**src/rtl/tdm_pkg.sv**
```systemverilog
// Shared constants and the round-robin search helper for the 8x1 TDM multiplexer.
package tdm_pkg;

  localparam int N_CH  = 8;
  localparam int SEL_W = 3;

  typedef struct packed {
    logic             found;
    logic [SEL_W-1:0] idx;
  } pick_t;

  // Scan from ptr upward with wrap; iterating from the farthest offset down lets the nearest request win.
  function automatic pick_t rr_pick(input logic [N_CH-1:0] req, input logic [SEL_W-1:0] ptr);
    pick_t            res;
    logic [SEL_W-1:0] k;
    res.found = 1'b0;
    res.idx   = {SEL_W{1'b0}};
    for (int i = N_CH - 1; i >= 0; i--) begin
      k = ptr + i[SEL_W-1:0];
      if (req[k]) begin
        res.found = 1'b1;
        res.idx   = k;
      end else begin
        res.found = res.found;
      end
    end
    return res;
  endfunction

endpackage

```
**src/rtl/rr_arbiter_8.sv**
```systemverilog
// Eight-way round-robin arbiter; the pointer jumps just past the last granted channel.
module rr_arbiter_8
  import tdm_pkg::*;
(
  input  logic             clk,
  input  logic             rst,
  input  logic [N_CH-1:0]  req,
  input  logic             advance,
  output logic [SEL_W-1:0] grant_idx,
  output logic             grant_vld
);

  logic [SEL_W-1:0] ptr_r;
  pick_t            pick_s;

  assign pick_s    = rr_pick(req, ptr_r);
  assign grant_idx = pick_s.idx;
  assign grant_vld = pick_s.found;

  // Priority pointer moves only when a grant is actually consumed.
  always_ff @(posedge clk or posedge rst) begin
    if (rst) begin
      ptr_r <= {SEL_W{1'b0}};
    end else if (advance) begin
      ptr_r <= grant_idx + 3'd1;
    end else begin
      ptr_r <= ptr_r;
    end
  end

endmodule

```
**src/rtl/tdm_mux_8x1.sv**
```systemverilog
// Eight producers merged onto one valid/ready stream; each word is tagged with its source channel.
module tdm_mux_8x1
  import tdm_pkg::*;
#(
  parameter int DATA_W = 8
) (
  input  logic                   clk,
  input  logic                   rst,
  input  logic [N_CH-1:0]        in_valid,
  input  logic [N_CH*DATA_W-1:0] in_data,
  output logic [N_CH-1:0]        in_ready,
  output logic                   out_valid,
  input  logic                   out_ready,
  output logic [DATA_W-1:0]      out_data,
  output logic [SEL_W-1:0]       out_sel
);

  logic [SEL_W-1:0]  grant_idx_s;
  logic              grant_vld_s;
  logic              load_s;
  logic              xfer_s;
  logic [DATA_W-1:0] word_s;

  // Accepting is blocked while reset is held so no producer sees a phantom handshake.
  assign load_s = !out_valid || out_ready;
  assign xfer_s = load_s && grant_vld_s && !rst;
  assign word_s = in_data[int'(grant_idx_s)*DATA_W +: DATA_W];

  rr_arbiter_8 u_arb (
    .clk       (clk),
    .rst       (rst),
    .req       (in_valid),
    .advance   (xfer_s),
    .grant_idx (grant_idx_s),
    .grant_vld (grant_vld_s)
  );

  // One-hot accept for the granted channel only.
  always_comb begin
    in_ready = {N_CH{1'b0}};
    if (xfer_s) begin
      in_ready[grant_idx_s] = 1'b1;
    end else begin
      in_ready = {N_CH{1'b0}};
    end
  end

  // Output stage: refill on transfer, empty on drain with no refill, hold under backpressure.
  always_ff @(posedge clk or posedge rst) begin
    if (rst) begin
      out_valid <= 1'b0;
      out_data  <= {DATA_W{1'b0}};
      out_sel   <= {SEL_W{1'b0}};
    end else if (xfer_s) begin
      out_valid <= 1'b1;
      out_data  <= word_s;
      out_sel   <= grant_idx_s;
    end else if (load_s) begin
      out_valid <= 1'b0;
      out_data  <= out_data;
      out_sel   <= out_sel;
    end else begin
      out_valid <= out_valid;
      out_data  <= out_data;
      out_sel   <= out_sel;
    end
  end

endmodule

```
**config.mk**
```make
export PLATFORM = sky130hd
export DESIGN_NAME = tdm_mux_8x1
export DESIGN_NICKNAME = d
export VERILOG_FILES = /design/src/rtl/tdm_pkg.sv /design/src/rtl/rr_arbiter_8.sv /design/src/rtl/tdm_mux_8x1.sv
export SDC_FILE = /design/constraint.sdc
export NUM_CORES = 1
export LEC_CHECK = 0
export BUFFER_PORTS_ARGS = -buffer_cell sky130_fd_sc_hd__buf_2
export CORE_UTILIZATION = 49
export CTS_CLUSTER_DIAMETER = 80
export CTS_CLUSTER_SIZE = 8
export DETAILED_ROUTE_END_ITERATION = 10
export GPL_ROUTABILITY_DRIVEN = 0
export PLACE_DENSITY_LB_ADDON = 0.05
export RECOVER_POWER = 25
export SKIP_LAST_GASP = 1
export SYNTH_ARGS = -nofsm -noshare
export SYNTH_HDL_FRONTEND = slang
export SYNTH_HIERARCHICAL = 1
export SYNTH_SLANG_ARGS = --single-unit
export TNS_END_PERCENT = 50
```
**constraint.sdc**
```tcl
create_clock -name clk -period 5.45 [get_ports clk]
set_clock_uncertainty 0.2 [all_clocks]
set_input_delay 0.545 -clock clk [delete_from_list [all_inputs] [get_ports clk]]
set_output_delay 0.545 -clock clk [all_outputs]
set_load 0.02 [all_outputs]
```
==> impl_metrics.env, run 1 <==
export IMPL_start_util_pct=51.0
export IMPL_hold_viol_final=0
export IMPL_die_width_um=69.3
export IMPL_async_reset_ff_share_pct=100
export IMPL_finalNonFillerCells=369
export IMPL_dp_hpwl_mm=4.91
export IMPL_timing_final_ws_setup_ns=0.890
export IMPL_numCtsBuffers=3
export IMPL_cp_start_kind="register"
export IMPL_synthCells=229
export IMPL_setup_tns_ns=0
export IMPL_cts_tree="done"
export IMPL_place_area_um2=2660
export IMPL_yosys_top_cells_area="mux2i_1, mux4_2, dfrtp_1"
export IMPL_h_tree_depth=1
export IMPL_ios=95
export IMPL_area_growth_syn_to_layout_pct=22.4
export IMPL_final_nets=396
export IMPL_port_buffer_count=94
export IMPL_first_pass_iters=5
export IMPL_vias=2239
export IMPL_finalSetupViolCount=0
export IMPL_hp_class="reg2reg"
export IMPL_fmax_mhz=219
export IMPL_ant_nets=0
export IMPL_rows=24
export IMPL_place_ws_ns=1.02
export IMPL_fin_crit_sh_pct=83.7
export IMPL_synth_area_leader_cell="mux2i_1"
export IMPL_relSlewSlack_pct=51.6
export IMPL_p_leak_nw=1.28
export IMPL_clk_latency_ns=0.25
export IMPL_power_density_nw_per_um2=842
export IMPL_routed_via_density=6.07
export IMPL_ir_worst_vdd_v=0.000599
export IMPL_grt_pass1_wl_mm=10.1
export IMPL_yosys_top_cells_count="mux2i_1, a21oi_1, mux4_2"
export IMPL_core_um2=4350
export IMPL_multiInputGateArea_um2=1660
export IMPL_diodes=0
export IMPL_avgSynthCellArea_um2=9.69
export IMPL_synth_nets=307
export IMPL_synth_ff_type="dfrtp_1"
export IMPL_dp_cells=364
export IMPL_synth_seq_area_share_pct=16.9
export IMPL_die_area_um2=4800
export IMPL_die_y_um=69.3
export IMPL_status="complete, no violations"
export IMPL_grt_usage_pct=25.9
export IMPL_drcViolationCount=0
export IMPL_rsz0062_at_grt="false"
export IMPL_wire_per_inst_um=16.7
export IMPL_fin_total_pwr_w=0.00229
export IMPL_clk_path_buf_depth=2
export IMPL_cap_viol_max_count=0
export IMPL_ff_latch_area_um2=375
export IMPL_cts_sink_count=15
export IMPL_cts_reportedPaths_clkPinSlew_ns=0.07
export IMPL_final_cell_area_um2=2720
export IMPL_drv_slew=0
export IMPL_synth_edff_count=0
export IMPL_ys_warn_count=6
export IMPL_synth_area_um2=2220
export IMPL_cp_end_kind="primary output"
export IMPL_drive_gt1_share_pct=42.6
export IMPL_overflow=0
export IMPL_yosysMostFrequentCell="mux2i_1"
export IMPL_ys_ff_latch=15
export IMPL_cts_root_buf="clkbuf_8"
export IMPL_worst_slew_pin_slew_ns=0.719
export IMPL_required_ns=4.70
export IMPL_drtIter0Drc=186
export IMPL_cp_max_fo=15
export IMPL_grt_pass1_vias=2124
export IMPL_crit_arrival_ns=3.82
export IMPL_routed_wl_mm=6.15
export IMPL_ys_types=45
export IMPL_antenna_found_initial=0
export IMPL_grt_max_degree=27
export IMPL_fin_crit_ns=4.56
export IMPL_crit_type="reg2out"
export IMPL_synth_top_area_share_pct=19.8
export IMPL_n_fill_cell=357
## through the flow
step	hold WS, ns	util (%)
final	0.303	62.4
after global routing	0.312	62.4
after CTS	0.307	62.4
after detailed placement	0.257	61.1
after global placement	0.260	61.1
after floorplan	0.0986	-
## what timing repair did
item                      in CTS  in global routing
resized for setup              0                  0
setup buffers                  0                  0
hold endpoints to repair       3                  0
hold buffers                   1                  0
## report_power, final
group | total [W] | internal (W) | switching (W) | leakage [nW]
sequential | 0.000201 | 0.000167 | 0.0000340 | 0.173
clock | 0.0000925 | 0.0000506 | 0.0000418 | 0.0255
combinational | 0.00199 | 0.000930 | 0.00106 | 1.08
## worst paths after layout
path / start / endpoint / slack, ns / depth (start not counted)
max: u_arb/ptr_r[1]$_DFFE_PP0P_ / in_ready[6] / 0.89 / 14
min: out_sel[1]$_DFFE_PP0P_ / out_sel[1]$_DFFE_PP0P_ / 0.30 / 1
max reg2reg: u_arb/ptr_r[1]$_DFFE_PP0P_ / out_data[7]$_DFFE_PP0P_ / 1.00 / 13
min reg2reg: out_sel[1]$_DFFE_PP0P_ / out_sel[1]$_DFFE_PP0P_ / 0.30 / 1
max in group asynchronous: rst / out_data[6]$_DFFE_PP0P_ / 4.04 / 3
min in group asynchronous: rst / u_arb/ptr_r[0]$_DFFE_PP0P_ / 0.55 / 3
## cell type report
type | instances | share of cell area (%)
clock inverters | 1 | 0.184
repair buffers | 102 | 19.6
inverters | 11 | 1.52
well taps | 52 | 2.40
flip-flops and latches | 15 | 13.8
clock buffers | 3 | 1.52
multi-input cells | 185 | 61.0
## metal layers
| layer | share of wire (%) | track usage [%] | vias up |
|---|---|---|---|
| li1 | - | - | 1055 |
| met1 | 46 | 37.4 | 1060 |
| met2 | 45 | 39.4 | 110 |
| met3 | 7.4 | 5.81 | 14 |
| met4 | 1.9 | 6.12 | 0 |
| met5 | 0 | 0 | - |
## flip-flops by register name, summed over array words and instances (netlist names)
signal,count
out_data,8
out_valid,1
out_sel,3
u_arb/ptr_r,3
## logic make-up (layout without fill, tap and decap cells)
logic type	Yosys count	after routing	synth area share (%)
fa+ha+maj	3	3	1.69
xor+xnor	2	2	1.63
flops	15	15	16.9
compound gates	55	55	15.7
simple gates	53	53	12.1
buf+inv	29	117	8.51
mux	72	72	43.5
## layout by cell type, fill, tap and decap left out, types with 2 or more instances in the layout
master / Yosys / routed
dfrtp_1: 15 / 15
mux4_2: 18 / 18
nor2b_1: 2 / 2
o21ai_1: 5 / 5
nand3_1: 5 / 5
o211ai_1: 3 / 3
nand2_1: 14 / 14
mux2_2: 4 / 4
buf_2: 5 / 93
buf_4: 0 / 7
inv_1: 9 / 9
clkinv_1: 2 / 2
nor3_1: 8 / 8
o21ai_0: 7 / 7
nor2_1: 10 / 10
nor3_2: 2 / 2
a31oi_1: 3 / 3
a22oi_1: 4 / 4
mux2_1: 4 / 4
ha_1: 3 / 3
clkbuf_8: 0 / 3
mux2i_1: 44 / 44
nor4_1: 2 / 2
nand2b_1: 7 / 7
a211oi_2: 2 / 2
a32o_1: 2 / 2
a21oi_1: 21 / 21
## worst max-delay path: stages, from the launching register on
cell,delay [ns]
dfrtp_1,0.33
buf_4,0.21
clkinv_1,0.23
ha_1,0.56
mux4_2,0.43
nand2b_1,0.13
o211ai_1,0.12
o32ai_1,0.43
a311o_1,0.25
a21oi_1,0.05
o21ai_1,0.12
buf_4,0.25
nand2_1,0.11
nor3_1,0.14
buf_2,0.19
Note: power is estimated with default switching activity, not from simulation.
==> run 2: changes to the inputs <==
- clock period: 5.45 -> 4.35 ns (I/O delays scaled with it)
==> run 2 against run 1 <==
  * Utilization rose by 0.72 points
  * Count of clock-buffer cells in the layout rose by 1
  * Worst hold slack improved by 0.0032 ns
  * Critical path depth fell by 1
  * Sequential share of layout area fell by 0.16 points
  * Via count did not move
  * Combinational power rose by 30%
  * First-iteration DRC count rose by 46%
  * Worst setup slack got worse by 0.63 ns
  * Clock power rose by 17%
==> impl_metrics.env, run 2 (same netlist as run 1, synthesis figures left out) <==
export IMPL_required_ns=3.71
export IMPL_largest_reg_flops=8
export IMPL_drtIter0Drc=272
export IMPL_crit_end="in_ready[1]"
export IMPL_hold_slack_ns=0.306
export IMPL_overflow=0
export IMPL_clk_latency_ns=0.24
export IMPL_rsz0062_at_grt="true"
export IMPL_cp_start_kind="register"
export IMPL_layout_commonest_cell="buf_2"
export IMPL_die_area_um2=4800
export IMPL_fin_crit_ns=4.09
export IMPL_wire_per_inst_um=16.8
export IMPL_top_register="out_data"
export IMPL_relSlewSlack_pct=58.8
export IMPL_diodes=0
export IMPL_drcViolationCount=0
export IMPL_rrSetupSlack_ns=0.54
export IMPL_rows=24
export IMPL_drive_gt1_share_pct=43.3
export IMPL_grt_pass1_wl_mm=9.84
export IMPL_ios=95
export IMPL_crit_type="reg2out"
export IMPL_cap_viol_max_count=0
export IMPL_ff_latch_area_um2=375
export IMPL_power_density_nw_per_um2=1070
export IMPL_hp_class="reg2reg"
export IMPL_vias=2239
export IMPL_die_width_um=69.3
export IMPL_p_leak_nw=1.28
export IMPL_drv_slew=0
export IMPL_hold_viol_final=0
export IMPL_cts_tree="done"
export IMPL_final_cell_area_um2=2750
export IMPL_ant_nets=0
export IMPL_cp_end_kind="primary output"
export IMPL_reg2regPathDepth=16
export IMPL_layout_common_cells="buf_2, mux2i_1, a21oi_1"
export IMPL_place_area_um2=2690
export IMPL_worst_slew_pin_slew_ns=0.617
export IMPL_n_fill_cell=361
export IMPL_reg2reg_to="u_arb/ptr_r[2]$_DFFE_PP0P_"
export IMPL_routed_via_density=6.04
export IMPL_grt_usage_pct=25.3
export IMPL_die_y_um=69.3
export IMPL_core_um2=4350
export IMPL_grt_pass1_vias=2027
export IMPL_area_growth_syn_to_layout_pct=23.8
export IMPL_crit_arrival_ns=3.45
export IMPL_cp_startpoint="u_arb/ptr_r[1]$_DFFE_PP0P_"
export IMPL_dp_hpwl_mm=4.88
export IMPL_port_buffer_count=94
export IMPL_antenna_found_initial=0
export IMPL_clk_path_buf_depth=2
export IMPL_fin_crit_sh_pct=93.9
export IMPL_start_util_pct=51.0
export IMPL_final_nets=398
export IMPL_multiInputGateArea_um2=1660
export IMPL_fmax_mhz=245
export IMPL_cts_sink_count=15
export IMPL_numCtsBuffers=3
export IMPL_cp_max_fo=38
export IMPL_h_tree_depth=1
export IMPL_cts_reportedPaths_clkPinSlew_ns=0.06
export IMPL_cts_root_buf="clkbuf_8"
export IMPL_ir_worst_vdd_v=0.000582
export IMPL_first_pass_iters=5
export IMPL_grt_max_degree=39
export IMPL_finalSetupViolCount=0
export IMPL_status="complete, no violations"
export IMPL_routed_wl_mm=6.23
export IMPL_top_regs="out_data x8, out_sel x3, u_arb/ptr_r x3"
export IMPL_worst_r2r_startpoint="u_arb/ptr_r[0]$_DFFE_PP0P_"
[run 2: cell count changes in the layout (fill, tap and decap cells not counted), sizes merged]
cell    delta
buf        +2
clkbuf     +1
clkinv     -1
[run 2: what timing repair did]
item / 4_1_cts / 5_1_grt
setup endpoints to repair: 0 / 3
endpoints found under the hold margin: 3 / 0
resized for setup: 0 / 2
buffers inserted: 0 / 0
hold buffers: 1 / 0
[run 2: worst max-delay path: stages, from the launching register on]
cell	delay [ns]
dfrtp_1	0.38
buf_4	0.20
ha_2	0.26
xnor2_4	0.27
mux2i_1	0.13
mux4_2	0.51
a211oi_2	0.19
nor2_1	0.09
nor3_2	0.22
a21o_2	0.15
buf_12	0.25
nand3_1	0.19
nor3_1	0.17
buf_2	0.19
[run 2: area by class of cell]
type,count,share of cell area (%)
inverter,11,1.50
multi-input combinational,185,60.5
sequential,15,13.7
clock buffer,4,1.64
timing repair buffer,104,20.4
tap,52,2.37
[run 2: power by group]
part,leakage [nW],total [W],switching (W),internal (W)
combinational,1.09,0.00258,0.00136,0.00122
clock,0.0228,0.000108,0.0000430,0.0000647
sequential,0.173,0.000252,0.0000426,0.000209
[run 2: per-stage QoR]
| step | TNS, ns | total power (W) | cells | utilization [%] | setup WS [ns] |
|---|---|---|---|---|---|
| floorplan | 0 | 0.00242 | 229 | - | 0.0427 |
| global placement | 0 | 0.00277 | 366 | 61.8 | 0.473 |
| detailed placement | 0 | 0.00281 | 366 | 61.8 | 0.457 |
| CTS | 0 | 0.00293 | 371 | 63.0 | 0.177 |
| global route | -0.000237 | 0.00316 | 371 | 63.1 | -0.000237 |
| finish | 0 | 0.00294 | 371 | 63.1 | 0.264 |
[run 2: worst min-delay path by stage]
| stage | start | endpoint | slack [ns] | depth (start not counted) |
|---|---|---|---|---|
| floorplan | rst | u_arb/ptr_r[0]$_DFFE_PP0P_ | -0.01 | 1 |
| global placement | rst | u_arb/ptr_r[1]$_DFFE_PP0P_ | 0.14 | 2 |
| detailed placement | rst | u_arb/ptr_r[1]$_DFFE_PP0P_ | 0.14 | 2 |
| CTS | out_sel[1]$_DFFE_PP0P_ | out_sel[1]$_DFFE_PP0P_ | 0.31 | 1 |
| global route | out_sel[2]$_DFFE_PP0P_ | out_sel[2]$_DFFE_PP0P_ | 0.32 | 1 |
| finish | out_sel[1]$_DFFE_PP0P_ | out_sel[1]$_DFFE_PP0P_ | 0.31 | 1 |
[run 2: routing by layer]
| layer | up-vias | global-route usage, % | part of all wire [%] | wire, um |
|---|---|---|---|---|
| met1 | 1032 | 37.5 | 44 | 2710 |
| met2 | 140 | 39.6 | 47 | 2900 |
| met5 | - | 0 | 0 | 0 |
| li1 | 1059 | - | - | - |
| met3 | 8 | 3.78 | 8.8 | 546 |
| met4 | 0 | 4.54 | 1.1 | 69 |
